**config.mk**
```make
export PLATFORM = sky130hd
export DESIGN_NAME = ma_stage
export DESIGN_NICKNAME = d
export VERILOG_FILES = /design/src/rtl/ma_stage.sv
export SDC_FILE = /design/constraint.sdc
export NUM_CORES = 1
export LEC_CHECK = 0
export BUFFER_PORTS_ARGS = -buffer_cell sky130_fd_sc_hd__buf_2
export CAP_MARGIN = 20
export CORE_MARGIN = 2
export CORE_UTILIZATION = 30
export CTS_BUF_LIST = sky130_fd_sc_hd__clkbuf_2
export DETAILED_ROUTE_END_ITERATION = 8
export PLACE_DENSITY = 0.57
export SKIP_LAST_GASP = 1
export SYNTH_ARGS = -nofsm -noshare
export SYNTH_HDL_FRONTEND = slang
export SYNTH_SLANG_ARGS = --single-unit
```
**constraint.sdc**
```tcl
create_clock -name Clk -period 2.1 [get_ports Clk]
set_clock_uncertainty 0.1 [all_clocks]
set_input_delay 0.21 -clock Clk [delete_from_list [all_inputs] [get_ports Clk]]
set_output_delay 0.21 -clock Clk [all_outputs]
set_load 0.03 [all_outputs]
```
**src/rtl/ma_stage.sv**
```systemverilog
// Memory-access stage: launches load/store requests on a req/ack data-memory port,
// stalls upstream while an access is outstanding, and registers the MA/RW payload.
package ma_pkg;
  typedef struct packed {
    logic       isLd;
    logic       isSt;
    logic       rfWe;
    logic [1:0] wbSel;
  } ctrl_t;

  typedef struct packed {
    logic [31:0] pc;
    logic [31:0] aluresult;
    logic [31:0] op2;
    logic [31:0] instr;
    ctrl_t       ctrl;
  } Ex_Ma_t;

  typedef struct packed {
    logic [31:0] pc;
    logic [31:0] aluresult;
    logic [31:0] ldresult;
    logic [31:0] instr;
    ctrl_t       ctrl;
  } Ma_Rw_t;
endpackage

module ma_stage
  import ma_pkg::*;
#(
  parameter int unsigned ACK_TIMEOUT = 255
) (
  input  logic        Clk,
  input  logic        Rst,
  input  logic        Start,
  input  Ex_Ma_t      Ex_Payld,
  input  logic        Ex_Valid,
  output logic        Ma_Stall,
  output logic        dmem_req,
  output logic        dmem_we,
  output logic [31:0] dmem_addr,
  output logic [31:0] dmem_wdata,
  input  logic        dmem_ack,
  input  logic [31:0] dmem_rdata,
  output Ma_Rw_t      Ma_Payld,
  output logic        Ma_Valid,
  output logic        Ma_Err
);

  localparam int CNT_W = ($clog2(ACK_TIMEOUT + 1) > 9) ? $clog2(ACK_TIMEOUT + 1) : 9;

  typedef enum logic [0:0] {
    S_IDLE = 1'b0,
    S_WAIT = 1'b1
  } state_e;

  state_e             state_q, state_d;
  logic [CNT_W-1:0]   cnt_q, cnt_d;
  logic [CNT_W-1:0]   cnt_inc;
  Ma_Rw_t             payld_q, payld_d;
  logic               valid_q, valid_d;
  logic               err_q, err_d;

  logic is_mem_op;
  logic mem;
  logic in_wait;
  logic timeout_hit;
  logic acked;
  logic update;

  assign is_mem_op = Ex_Payld.ctrl.isLd | Ex_Payld.ctrl.isSt;
  assign mem       = Ex_Valid & is_mem_op;
  assign in_wait   = (state_q == S_WAIT);
  assign cnt_inc   = cnt_q + CNT_W'(1);

  // The wait that brings the count up to ACK_TIMEOUT is the last one allowed.
  assign timeout_hit = in_wait & ~dmem_ack & (cnt_inc == CNT_W'(ACK_TIMEOUT));

  // Gate with Rst so a pending launch cannot appear on the port while reset is held.
  assign dmem_req   = Rst & ((~in_wait & Start & mem) | in_wait);
  assign dmem_we    = Ex_Payld.ctrl.isSt;
  assign dmem_addr  = Ex_Payld.aluresult;
  assign dmem_wdata = Ex_Payld.op2;

  assign acked    = dmem_req & dmem_ack;
  assign Ma_Stall = dmem_req & ~dmem_ack & ~timeout_hit;
  assign update   = Start | (in_wait & dmem_ack);

  // NOTE: every signal written in always_comb gets a default first so no latch is inferred.
  always_comb begin
    state_d = state_q;
    cnt_d   = cnt_q;
    unique case (state_q)
      S_IDLE: begin
        if (dmem_req && !dmem_ack) begin
          state_d = S_WAIT;
          cnt_d   = '0;
        end
      end
      S_WAIT: begin
        if (dmem_ack || timeout_hit) begin
          state_d = S_IDLE;
          cnt_d   = '0;
        end else begin
          cnt_d = cnt_inc;
        end
      end
      default: begin
        state_d = S_IDLE;
        cnt_d   = '0;
      end
    endcase
  end

  always_comb begin
    payld_d = payld_q;
    valid_d = 1'b0;
    err_d   = timeout_hit;
    if (update && Ex_Valid && (!is_mem_op || acked)) begin
      payld_d.pc        = Ex_Payld.pc;
      payld_d.aluresult = Ex_Payld.aluresult;
      payld_d.instr     = Ex_Payld.instr;
      payld_d.ctrl      = Ex_Payld.ctrl;
      payld_d.ldresult  = (is_mem_op && Ex_Payld.ctrl.isLd) ? dmem_rdata : 32'd0;
      valid_d           = 1'b1;
    end
  end

  // NOTE: sequential state is updated with non-blocking assignments only.
  always_ff @(posedge Clk or negedge Rst) begin
    if (!Rst) begin
      state_q <= S_IDLE;
      cnt_q   <= '0;
      payld_q <= '0;
      valid_q <= 1'b0;
      err_q   <= 1'b0;
    end else begin
      state_q <= state_d;
      cnt_q   <= cnt_d;
      payld_q <= payld_d;
      valid_q <= valid_d;
      err_q   <= err_d;
    end
  end

  assign Ma_Payld = payld_q;
  assign Ma_Valid = valid_q;
  assign Ma_Err   = err_q;

endmodule

```
=== Word-level counts from Yosys, hierarchy flattened ===
Index checks and enable logic that the tools add are counted.

* Add/subtract/negate cells: 1
* Equal/unequal tests: 2
* Muxes and demuxes: 8
* Bitwise gates (word level): 16
* Reductions and logical operators: 8

{| class="wikitable"
|+ Operators with widths
! cell !! count
|-
| 32-bit two-way mux || 1
|-
| 9-bit two-way mux || 2
|-
| 9-bit case mux with 2 select lines || 1
|-
| 1-bit AND || 10
|-
| 9-bit by 1-bit adder with 9-bit output, second input constant || 1
|-
| 9-bit by 8-bit equality test with 1-bit output, second input constant || 1
|-
| 1-bit logical AND || 4
|-
| 1-bit two-way mux || 3
|-
| 1-bit inverter || 3
|-
| 1-bit bitwise OR || 3
|-
| 1-bit logical NOT || 2
|-
| 1-bit logical OR || 2
|-
| 2-bit by 1-bit inequality test with 1-bit output, second input constant || 1
|-
| 1-bit case mux with 2 select lines || 1
|}

* Bits in registers: 145

=== Logic depth before layout (Yosys ltp) ===
Gate-level depths: netlist of run 1.

* Depth in word-level cells: 9
* Mapped depth: 9
* Mapped depth without buffers: 7

=== Worst setup path after synthesis of run 1 ===
OpenSTA, ideal clock, no wires.

* Path type: flip-flop to output port
* Start: reg cnt_q[0]
* End: out Ma_Stall
* Arrival: 2,038 ps
* Required time: 1,790 ps
* Slack: -248 ps
* Stages on the path, launching flop included: 7
* Buffers on the path: 1
* Path through: dfrtp_1 -> and2_1 -> buf_2 -> and4b_1 -> a311oi_2 -> nor4_1 -> nor3_1

* Cells in the longest elaborated chain, start to end: 5

{| class="wikitable"
|+ Ends and longest elaborated chain
! what !! RTL line !! RTL
|-
| from (decl) || 58 || <nowiki>logic [CNT_W-1:0] cnt_q, cnt_d;</nowiki>
|-
| from (signal assigned) || 139 || <nowiki>cnt_q <= cnt_d;</nowiki>
|-
| 9-bit by 1-bit adder with 9-bit output || 74 || <nowiki>assign cnt_inc = cnt_q + CNT_W'(1);</nowiki>
|-
| 9-bit by 8-bit equality test with 1-bit output || 77 || <nowiki>assign timeout_hit = in_wait & ~dmem_ack & (cnt_inc == CNT_W'(ACK_TIMEOUT));</nowiki>
|-
| 1-bit AND || 77 ||
|-
| net err_d || 62 || <nowiki>logic err_q, err_d;</nowiki>
|-
| 1-bit inverter || 86 || <nowiki>assign Ma_Stall = dmem_req & ~dmem_ack & ~timeout_hit;</nowiki>
|-
| 1-bit AND || 86 ||
|-
| to (decl) || 38 || <nowiki>output logic Ma_Stall,</nowiki>
|}

The timed path passes the listed nets, and every way through them passes these cells.

=== Worst setup path after layout of run 1 ===
* Start: reg cnt_q[1]
* End: out Ma_Stall

The elaborated chain is that of the path after synthesis.

==> results.md, run 1 <==
- IR analysis of the VDD net gives a maximum drop of ~400 uV.
- The worst setup path startpoint is cnt_q[1].
- The clock latency on the worst-skew pair is 700 ps.
- In this run the worst hold path is classified as primary input to register.
- The number of H-tree levels is 4.
- In the synthesized netlist, the number of instances is about 700.
- The flow ran to the end, but the final reports show violations.
- The total count of max-transition violations in the final report came to 0.
- The start point of the worst min-delay path is Ex_Payld[101].
- TritonCTS built the clock tree.
- In this run the cell area of the synthesized design comes to about 6300 um^2.
- During synthesis, Yosys emitted a total of 0 warnings.
- sky130_fd_sc_hd__dfrtp_1 takes more of the synthesized area than any other cell.
- The maximum fanout encountered on the critical timing path is 5.
- Leaving out fill and tap cells, the most frequent cells in the layout are 364 x sky130_fd_sc_hd__nand2_1, 304 x sky130_fd_sc_hd__buf_2, 170 x sky130_fd_sc_hd__dlygate4sd3_1, 144 x sky130_fd_sc_hd__dfrtp_1, 35 x sky130_fd_sc_hd__buf_4.
- The weighted congestion reported at the end of routability-driven placement is just over 0.8.
- The final number of hold-violating endpoints is 0.
- The power density over the cells is roughly 800 nW/um^2.
- The via count of the first global-routing pass is 6300.
- A synthesized cell averages ~8.8 um^2.
- The number of antenna violations at the first check in global routing is 1.
- The number of clock buffers inserted by TritonCTS is 17.
- The first routing iteration left around 320 violations.
- Once detail routing completed, the nets flagged for antenna violations numbered 0.
- In this run the biggest area consumer among cell types represents 57.9% of the synthesized area.
- The final clock period utilization by the worst path is 129%.
- In the post-route analysis, the smallest setup slack over all paths is -601 ps.
- The total clock sinks is roughly 150.
- The endpoint identified for the worst register-to-register timing path is cnt_q[2].
- The number of nets in the synthesized netlist is 885.
- For this block, the via count after detailed routing is approximately 6300.
- The number of setup violations in the final report is 38.
- The internal reg-to-reg setup slack is -110 ps.
- The floorplan die height is between 100 and 150 um.
- The count of unique library cells instantiated by Yosys is 38.
- The area taken by multi-input logic gates is between 2000 and 2500 um^2.
- No sink is reached through more buffers than the 2 on the longest clock path.
- By area the synthesized netlist is led by sky130_fd_sc_hd__dfrtp_1 58%, sky130_fd_sc_hd__nand2_1 22%, sky130_fd_sc_hd__buf_4 7.8%.
- After detailed routing, the total wire length is about 22000 um.
- The floorplan row count is 52.
- The end point of the critical path is Ma_Stall.
- Headroom to the max-slew limit came out at roughly two fifths.
- Hold is met by roughly 110 ps.
- In the final layout, the share of cells above drive strength 1 is between 30% and 40%.
- The worst setup path is captured at a primary output.
- The number of nets in the layout is approximately 1300.
- Fill cells in the final layout number between 1500 and 2000.
- The detailed-route DRC error count is 0.
- The first-pass GRT wire length is between 30000 and 40000 um.
- The final critical-path required period is roughly 2700 ps.
- The worst register-to-register path begins at cnt_q[1].
- The floorplan step defined a die boundary enclosing approximately 22000 um^2.
- The finished cells cover 10400 um^2.
- The number of buffers inserted by port buffering is about 310.
- The slew of the pin with the lowest slew margin is a little under 900 ps.
- The endpoint required time on the critical path is approximately 1800 ps.
- Setup repair after global routing could not meet its margin everywhere.
- Static timing analysis puts the maximum clock frequency at 0.370 GHz.
- Global routing consumed, over all layers together, between 15 and 20% of the routing resources.
- The horizontal extent of the die is between 100 and 150 um.
- For this run the aggregate overflow at the end of global routing stands at 0.
- Counting flops and latches in the post-synthesis netlist gives approximately 150.
- The area of the core region is slightly above 20000 um^2.
- The final reports fail on setup timing.
- The routed wire length per instance is around 15 um.
- The cell at the root of the clock tree is sky130_fd_sc_hd__clkbuf_2.
- The initial core utilization is between 30% and 40%.
- The depth of the most critical reg-to-reg path is 9.
- Detailed placement finished with a half-perimeter wire length of around 12000 um.
- The detailed-route vias per instance is about 4.4.
- The startpoint kind of the worst setup timing path is a register.
- The arrival time of the worst setup path is ~2400 ps.
- The count of TritonRoute iterations in the first routing pass is 5.
- Summing the sequential cell areas from Yosys gives around 58% of the chip area.
- By startpoint and endpoint, the worst setup path is classified as register to primary output.
- Entering global routing, the biggest net connects around 100 pins.
- During I/O placement, the number of pins put on the boundary was approximately 370.
- In this run the static leakage power is approximately 5.6 nW.
- Summing internal, switching and leakage power gives between 0.008 and 0.009 W.
- Max-cap violations in this run came to 0.
- Leaving out fill and tap cells, the most frequent cell in the layout is sky130_fd_sc_hd__nand2_1.
- After clock tree synthesis, the clock-pin slew on the worst setup and hold paths is about 230 ps.
- The post-detailed-placement cell area is around 7700 um^2.
- The area taken by flip-flops and latches is between 3000 and 4000 um^2.
- Relative to the synthesized area, the layout overhead comes to 66.3%.
-- per-stage QoR --
stage / setup slack [ps] / util, % / cells / setup TNS (ps)
after global placement: -36.3 / 38.0 / 1214 / -112
after floorplan: 12.1 / - / 713 / 0
after global routing: -794 / 51.2 / 1454 / -9470
final: -601 / 51.2 / 1454 / -2530
after detailed placement: -124 / 38.0 / 1214 / -559
after CTS: -700 / 48.4 / 1430 / -1360
-- power breakdown --
group          internal, W  switching [W]
combinational      0.00107        0.00207
sequential         0.00333       0.000295
clock             0.000558        0.00112
-- kinds of logic (layout without fill, tap and decap cells) --
logic type / count (synthesis) / count (layout) / share of synthesized area (%)
buffers and inverters: 105 / 574 / 10.7
and+or+nand+nor: 403 / 404 / 25.0
AOI/OAI and AO/OA: 52 / 52 / 5.07
adders and majority gates: 2 / 2 / 0.399
DFF: 145 / 145 / 57.9
other: 0 / 1 / 0
muxes: 3 / 3 / 0.539
xor gates and xnor gates: 3 / 3 / 0.419
-- sequential cells by signal, indices dropped and copies added (netlist names) --
name and count:
Ma_Err 1, Ma_Payld 133, Ma_Valid 1, cnt_q 9, in_wait 1
-- routing by layer --
metal / part of all wire, % / wire, um / vias to the layer above / track usage (%)
met5: 0 / 0 / - / 0
met4: 1.9 / 418 / 0 / 6.29
met3: 5.7 / 1290 / 31 / 4.48
met2: 52 / 11700 / 233 / 31.6
met1: 40 / 9070 / 2991 / 20.8
li1: - / - / 3072 / -
-- how the worst min path moves through the flow --
stage                    end  slack, ps  depth (start not counted)
2_1_floorplan         Ma_Err       -190                          0
3_3_place_gp    Ma_Payld[38]        140                          2
6_report       Ma_Payld[101]        110                          4
5_1_grt         Ma_Payld[20]         20                          4
3_5_place_dp    Ma_Payld[38]        140                          2
4_1_cts        Ma_Payld[129]          2                          4
-- cells in the mapped netlist, drive strengths merged --
master / instances
inv: 5
a211o: 2
ha: 2
and3: 1
mux2: 3
nand2: 374
nand4: 1
o21ai: 40
o21bai: 1
a21oi: 2
or3: 1
nand3: 4
and2b: 2
nor4: 2
nor3: 4
o211a: 1
a21o: 1
nor2b: 1
and4b: 1
o2111ai: 1
buf: 84
and2: 1
dfrtp: 145
o41ai: 1
a22oi: 1
nor2: 10
nand2b: 1
xnor2: 1
xor2: 2
a311oi: 1
clkbuf: 16
o22ai: 1
-- cell type report --
| cell class | count | area share, % |
|---|---|---|
| clock inverters | 15 | 1.50 |
| well taps | 270 | 3.24 |
| flip-flops and latches | 145 | 34.8 |
| inverters | 5 | 0.300 |
| diodes | 1 | 0.0240 |
| multi-input cells | 464 | 20.9 |
| repair buffers | 537 | 38.4 |
| clock buffers | 17 | 0.816 |
-- worst max-delay path, stage by stage, from the launching register on --
cell                       delay (ps)
sky130_fd_sc_hd__dfrtp_1          480
sky130_fd_sc_hd__and2_4           210
sky130_fd_sc_hd__nor4_4           330
sky130_fd_sc_hd__a311oi_4          80
sky130_fd_sc_hd__nor4_4           380
sky130_fd_sc_hd__nor3_4            60
sky130_fd_sc_hd__buf_6            140
-- repair_timing --
item                                   4_1_cts  5_1_grt
resized for setup                           19       73
gates cloned                                 0       13
setup endpoints to repair                   10      108
pin swaps                                    9       16
buffers inserted                            14       16
hold buffers                               170        0
endpoints found under the hold margin      288        0
Note: power is estimated with default switching activity, not from simulation.
==> inputs of run 2 (changes only) <==
PLACE_DENSITY = 0.64   (was 0.57)
==> run 2 against run 1 <==
Net effect:
- the flow still finishes with violations (setup timing)
- global-route usage is 0.33 points lower
- die area is the same
- critical path depth rose by 1
- maximum frequency is 0.21% lower
- combinational power down 3%
- setup slack worse by 5.8 ps
- non-clock buffer count fell by 18
- worst hold slack got worse by 17 ps
- utilization shrank 2.3 points
- total power decreased by 1.8%
- first-iteration DRC count grew 10%
==> results.md, run 2 (synthesis gave the netlist of run 1 again) <==
- The highest clock frequency the design can meet was 0.369 GHz (-0.21%).
- The TritonCTS clock tree is yes.
- The largest individual stage delay along the critical path comes from the cell sky130_fd_sc_hd__dfrtp_2.
- The number of setup violations in the final report is 4 (-89%).
- The static leakage power came to 5.42 nW (-3.7%).
- The depth of the most critical reg-to-reg path is 8 (-1).
- The total via count after detailed routing is 6293 (-0.54%).
- The relative contribution of sequential cells to total power was 43.6% (+0.6 points).
- The layout cell share with drive strength beyond 1 is 34.0% (-3.3 points).
- The power density over the cells came to 832 nW/um^2 (+2.8%).
- The critical path endpoint category is a primary output.
- The final number of hold-violating endpoints is 0 (unchanged).
- The weighted congestion reported at the end of routability-driven placement was 0.841 (+3.2%).
- The first-pass GRT wire length is 30500 um (-1.9%).
- The cell count after placement was 1212 (-0.16%).
- The area taken by multi-input logic gates is 2080 um^2 (-4.9%).
- The maximum buffer depth of the clock tree is 2 (unchanged).
- The class of the worst hold path is primary input to async pin.
- The library cell used most frequently in the layout, excluding fill and tap cells, is sky130_fd_sc_hd__nand2_1.
- The worst register-to-register path begins at cnt_q[1].
- The initial core utilization is 30.8% (unchanged).
- The part of the total power dissipated in combinational logic is 36.8% (-0.4 points).
- The total power is 0.00828 W (-1.8%).
- The max-cap violation count was 0 (unchanged).
- The internal reg-to-reg setup slack is -90 ps (+20 ps).
- The detailed-route vias per instance was 4.38 (+0.64%).
- The power share of the clock group is 19.6% (-0.2 points).
- The final clock period utilization by the worst path is 129% (+0.28 points).
- The final reports fail on setup timing.
- The count of antenna-violating nets left after detailed routing is 0 (unchanged).
- The endpoint required time on the critical path is 1790 ps (about the same).
- The flip-flop count of the largest register, all copies and words added is 133 (unchanged).
- The floorplan die height was 149 um (unchanged).
- The final routed wirelength across all metal layers was 20400 um (-9.4%).
- The final global-route overflow total is 0 (unchanged).
- Traced cell by cell, the critical path runs through and2_4, buf_4, xor2_1, a22oi_2, nor4_2, nor3_2, buf_4.
- The total of fill cells in the finished design is 1887 (+1.9%).
- The switching power is 0.00337 W (-3.0%).
- The slew of the pin with the lowest slew margin was 806 ps (-69.2 ps).
- The placed wire-length estimate after detailed placement was 12000 um (-0.29%).
- In the layout the commonest cells are 374 x sky130_fd_sc_hd__nand2_1, 304 x sky130_fd_sc_hd__buf_2, 179 x sky130_fd_sc_hd__dlygate4sd3_1, 143 x sky130_fd_sc_hd__dfrtp_1, 37 x sky130_fd_sc_hd__o21ai_0.
- The flow ran to the end, but the final reports show violations.
- The clock-pin transition on the worst setup and hold timing paths was 230 ps (about the same).
- The final critical-path required period is 2710 ps (+5.81 ps).
- From synthesis to final layout, the design area changed by 58.9%.
- The maximum fanout encountered on the critical timing path is 5 (unchanged).
- The delay of the slowest cell on the worst path is 500 ps (+20 ps).
- The total I/O pin count came to 372 (unchanged).
- The root buffer cell chosen for the clock tree is sky130_fd_sc_hd__clkbuf_2.
- The via count of the first global-routing pass is 6245 (-0.87%).
- The final cell count without fillers came to 1437 (-1.2%).
- The cell type with the highest occurrence count on the critical path is sky130_fd_sc_hd__buf_4.
- The worst setup path is of the register to primary output kind.
- The total clock sinks is 145 (unchanged).
- The die area is 22100 um^2 (unchanged).
- The routed wire length per instance is 14.2 um (-8.4%).
- The horizontal extent of the die is 149 um (unchanged).
- The clock latency on the worst-skew pair is 690 ps (about the same).
- The final total negative setup slack is -720 ps (+1810 ps).
- The area taken by flip-flops and latches is 3630 um^2 (about the same).
- The number of H-tree levels came to 4 (unchanged).
- The critical register-to-register path endpoint is cnt_q[6].
- The number of clock buffers inserted by TritonCTS is 17 (unchanged).
- The relative max-transition margin is 46.3% (+4.6 points).
- The design internal power is 0.00491 W (-0.98%).
- Setup repair after global routing could not meet its margin everywhere.
- The arrival time of the worst setup path is 2400 ps (about the same).
- The number of antenna violations at the first check in global routing is 1 (unchanged).
- The number of DRC markers in iteration 0 is 355 (+10%).
- The area of the core region is 20400 um^2 (unchanged).
- The startpoint kind of the worst setup timing path is a register.
- The largest net degree at the start of global routing came to 146 (+43%).
- The number of nets in the layout is 1325 (-1.3%).
- The all-layer global routing usage was 17.4% (-0.33 points).
- The floorplan row count is 52 (unchanged).
- The total count of max-transition violations in the final report came to 0 (unchanged).
- The number of buffers inserted by port buffering is 307 (unchanged).
- The highest ir drop seen on vdd was 434 uV (+7.9%).
- The count of TritonRoute iterations in the first routing pass is 5 (unchanged).
- The detailed-route DRC error count is 0 (unchanged).
- The worst-case hold slack came to 91.5 ps (-17.0 ps).
- The switching part of the total power is 40.7% (-0.51 points).
- The smallest setup slack after layout is -607 ps (-5.81 ps).
-- run 2: how the worst max path moves through the flow --
stage / from / end / slack (ps) / depth (start not counted)
5_1_grt: cnt_q[1] / Ma_Stall / -780 / 7
2_1_floorplan: cnt_q[0] / cnt_q[5] / 10 / 7
3_5_place_dp: cnt_q[0] / Ma_Stall / -50 / 8
4_1_cts: cnt_q[1] / Ma_Stall / -720 / 7
6_report: cnt_q[1] / Ma_Stall / -610 / 7
3_3_place_gp: cnt_q[0] / cnt_q[2] / 9 / 8
-- run 2: what timing repair did --
item                                   in CTS  in global routing
pin swaps                                   6                 14
setup endpoints to repair                   9                 18
gates resized for setup                    14                 13
buffers inserted                            5                  7
hold buffers                              178                  1
gates cloned                                0                  2
endpoints found under the hold margin     283                  1
-- run 2: worst max-delay path, delay by kind of cell (launching register included) --
| kind | cells | cell delay [ps] |
|---|---|---|
| buffers and inverters | 2 | 320 |
| and+or+nand+nor | 3 | 630 |
| DFF | 1 | 500 |
| xor gates and xnor gates | 1 | 160 |
| AOI/OAI and AO/OA | 1 | 100 |
-- run 2: per-stage QoR --
step / worst slack, ps / utilization [%] / instance area, um^2
after floorplan: 12.1 / - / 6270
after global placement: 8.99 / 38.0 / 7740
after detailed placement: -50.3 / 38.0 / 7740
after CTS: -715 / 48.3 / 9850
after global routing: -782 / 48.9 / 9960
final: -607 / 48.9 / 9960
-- run 2: power by group through the flow --
stage          sequential, W  combinational [W]  clock [W]
2_1_floorplan        0.00475           0.000744          0
3_3_place_gp         0.00364            0.00267          0
3_5_place_dp         0.00365            0.00271          0
4_1_cts              0.00361            0.00301    0.00170
5_1_grt              0.00369            0.00326    0.00182
6_report             0.00361            0.00305    0.00162
-- run 2: layer usage --
layer	up-vias	GRT usage, %	wire, um
li1	3036	-	-
met5	-	0	0
met2	260	31.3	10600
met4	0	7.52	585
met3	47	4.45	1250
met1	2950	19.5	7880
-- run 2: cell type report --
class / instances / share of cell area [%]
Multi-Input combinational cell: 465 / 20.8
Inverter: 5 / 0.188
Antenna cell: 1 / 0.0251
Clock buffer: 19 / 0.955
Timing Repair Buffer: 519 / 36.8
Sequential cell: 145 / 36.5
Clock inverter: 13 / 1.38
Tap cell: 270 / 3.39
==> inputs of run 3 (changes only) <==
CORE_MARGIN = not set   (was 2)
clock period = 2.3 ns   (was 2.1 ns; I/O delays follow)
==> run 3 against run 2 <==
Net effect:
- the flow still finishes with violations (setup timing)
- sequential power fell by 8.6%
- total power fell by 4.3%
- worst hold slack worse by 1.9 ps
- clock power grew 17%
- via count decreased by 1.8%
- non-clock buffer count fell by 15
- clock-buffer cell count shrank 2
- register-to-register slack better by 80 ps
- critical path depth decreased by 1
- first-iteration DRC count shrank 25%
==> results.md, run 3 (synthesis gave the netlist of run 1 again) <==
- The clock-pin transition on the worst setup and hold timing paths was 230 ps (about the same).
- The global routing usage on met3 is 3.41% (-1.0 points).
- The class of the worst hold path is primary input to async pin.
- The first-pass GRT wire length is 31300 um (+2.6%).
- The number of buffers inserted by port buffering is 307 (unchanged).
- The met2 capacity usage during global routing is 32.4% (+1.1 points).
- The number of clock buffers inserted by TritonCTS is 17 (unchanged).
- The final reports fail on setup timing.
- The top cell types in the final layout, fill and taps aside, are 374 x sky130_fd_sc_hd__nand2_1, 305 x sky130_fd_sc_hd__buf_2, 178 x sky130_fd_sc_hd__dlygate4sd3_1, 142 x sky130_fd_sc_hd__dfrtp_1, 39 x sky130_fd_sc_hd__o21ai_0.
- The startpoint kind of the worst setup timing path is a register.
- The initial core utilization is 30.8% (unchanged).
- The maximum fanout encountered on the critical timing path came to 4 (-1).
- The total clock sinks was 145 (unchanged).
- The total via count after detailed routing is 6178 (-1.8%).
- The all-layer global routing usage is 18.3% (+0.88 points).
- The max-cap violation count is 0 (unchanged).
- The weighted congestion reported at the end of routability-driven placement is 0.774 (-7.9%).
- The final critical-path required period is about 2600 ps.
- The TritonCTS clock tree is yes.
- The class of the most critical setup path is register to primary output.
- The static leakage power was 5.38 nW (-0.73%).
- The final routed wirelength across all metal layers came to 19200 um (-5.6%).
- The maximum buffer depth of the clock tree was 2 (unchanged).
- The total power is 0.00793 W (-4.3%).
- The final global-route overflow total is 0 (unchanged).
- The largest net degree at the start of global routing is 146 (unchanged).
- The total I/O pin count was 372 (unchanged).
- The count of antenna-violating nets left after detailed routing came to 0 (unchanged).
- The final total negative setup slack is -315 ps (+404 ps).
- The floorplan die height came to 147 um (-1.3%).
- The run finished, with violations left.
- The total of fill cells in the finished design is 1872 (-0.79%).
- The number of nets in the layout was 1308 (-1.3%).
- The layout cell share with drive strength beyond 1 is 32.6% (-1.4 points).
- The placed wire-length estimate after detailed placement was 11400 um (-5.5%).
- The die area is 21500 um^2 (-2.7%).
- The highest clock frequency the design can meet is 0.384 GHz.
- The number of DRC markers in iteration 0 was 266 (-25%).
- The total count of max-transition violations in the final report is 0 (unchanged).
- The most common cell after layout, fill and taps aside is sky130_fd_sc_hd__nand2_1.
- The clock latency on the worst-skew pair came to 690 ps (about the same).
- The final core utilization is 48.3% (-0.57 points).
- The smallest setup slack after layout is -305 ps (+302 ps).
- The worst setup path is captured at a primary output.
- The horizontal extent of the die is 147 um (-1.3%).
- The most used routing layer is met2.
- The endpoint required time on the critical path is 1970 ps (+180 ps).
- The global routing usage on met1 is 21.1% (+1.6 points).
- The relative max-transition margin came to 46.8% (+0.50 points).
- The power density over the cells is 805 nW/um^2 (-3.2%).
- The highest ir drop seen on vdd is 364 uV (-16%).
- The floorplan row count is 52 (unchanged).
- The detailed-route vias per instance came to 4.36 (-0.51%).
- The arrival time of the worst setup path came to 2270 ps (-130 ps).
- The number of H-tree levels is 4 (unchanged).
- The internal reg-to-reg setup slack came to -10 ps (+80 ps).
- The number of setup violations in the final report was 3 (-1).
- The area of the core region was 20400 um^2 (unchanged).
- The final number of hold-violating endpoints is 0 (unchanged).
- The root buffer cell chosen for the clock tree is sky130_fd_sc_hd__clkbuf_2.
- The count of TritonRoute iterations in the first routing pass came to 4 (-1).
- The area growth from synthesis to final layout is 57.0%.
- The worst-case hold slack was 89.6 ps (-1.92 ps).
- The final clock period utilization by the worst path is 113%.
- The detailed-route DRC error count was 0 (unchanged).
- The number of antenna violations at the first check in global routing is 1 (unchanged).
- Setup repair after global routing could not meet its margin everywhere.
- The via count of the first global-routing pass is 6348 (+1.6%).
- The routed wire length per instance is 13.5 um (-4.4%).
- The slew of the pin with the lowest slew margin came to 799 ps (-7.49 ps).
- The flip-flop count of the largest register, all copies and words added is 133 (unchanged).
-- run 3: cell type report --
cell class | count | area (um^2) | area share (%)
Sequential cell | 145 | 3630 | 36.9
Timing Repair Buffer | 504 | 3490 | 35.5
Multi-Input combinational cell | 463 | 2040 | 20.7
Tap cell | 270 | 338 | 3.43
Clock inverter | 13 | 236 | 2.40
Clock buffer | 17 | 85.1 | 0.864
Inverter | 5 | 18.8 | 0.191
Antenna cell | 1 | 2.50 | 0.0254
-- run 3: routing by layer --
metal  vias to the layer above  wire length (um)
li1                       2991                 -
met1                      2921              7740
met2                       221             10000
met3                        45               939
met4                         0               503
met5                         -                 0
-- run 3: critical path, cell delays in order (launching register included) --
cell                       delay, ps
sky130_fd_sc_hd__dfrtp_1         470
sky130_fd_sc_hd__and3_4          190
sky130_fd_sc_hd__and4b_1         210
sky130_fd_sc_hd__a311oi_4        340
sky130_fd_sc_hd__nor4_4           70
sky130_fd_sc_hd__nor3_2          110
sky130_fd_sc_hd__buf_4           190
-- run 3: what timing repair did --
| action | 4_1_cts | 5_1_grt |
|---|---|---|
| setup buffers | 6 | 2 |
| pin swaps | 7 | 2 |
| endpoints found under the setup margin | 1 | 13 |
| hold buffers | 178 | 0 |
| gates resized for setup | 10 | 5 |
| endpoints found under the hold margin | 287 | 0 |
-- run 3: power breakdown --
part | switching [W] | internal [W]
clock | 0.000973 | 0.000929
sequential | 0.000260 | 0.00304
combinational | 0.00182 | 0.000909
-- run 3: metrics by stage --
stage          instance area [um^2]  setup slack (ps)  instances
6_report                       9840              -305       1418
5_1_grt                        9840              -505       1418
4_1_cts                        9800              -388       1415
3_5_place_dp                   7620               129       1202
3_3_place_gp                   7620               164       1202
2_1_floorplan                  6270               177        713
-- run 3: worst paths after layout --
check,from,endpoint,cells past startpoint
hold reg to reg,Ma_Payld[17],Ma_Payld[17],2
hold / removal,Rst,Ma_Payld[37],3
setup reg to reg,cnt_q[6],cnt_q[5],8
setup / recovery,cnt_q[6],Ma_Stall,6
min in group Clk,Start,in_wait,6
max in group asynchronous,Rst,Ma_Payld[97],3
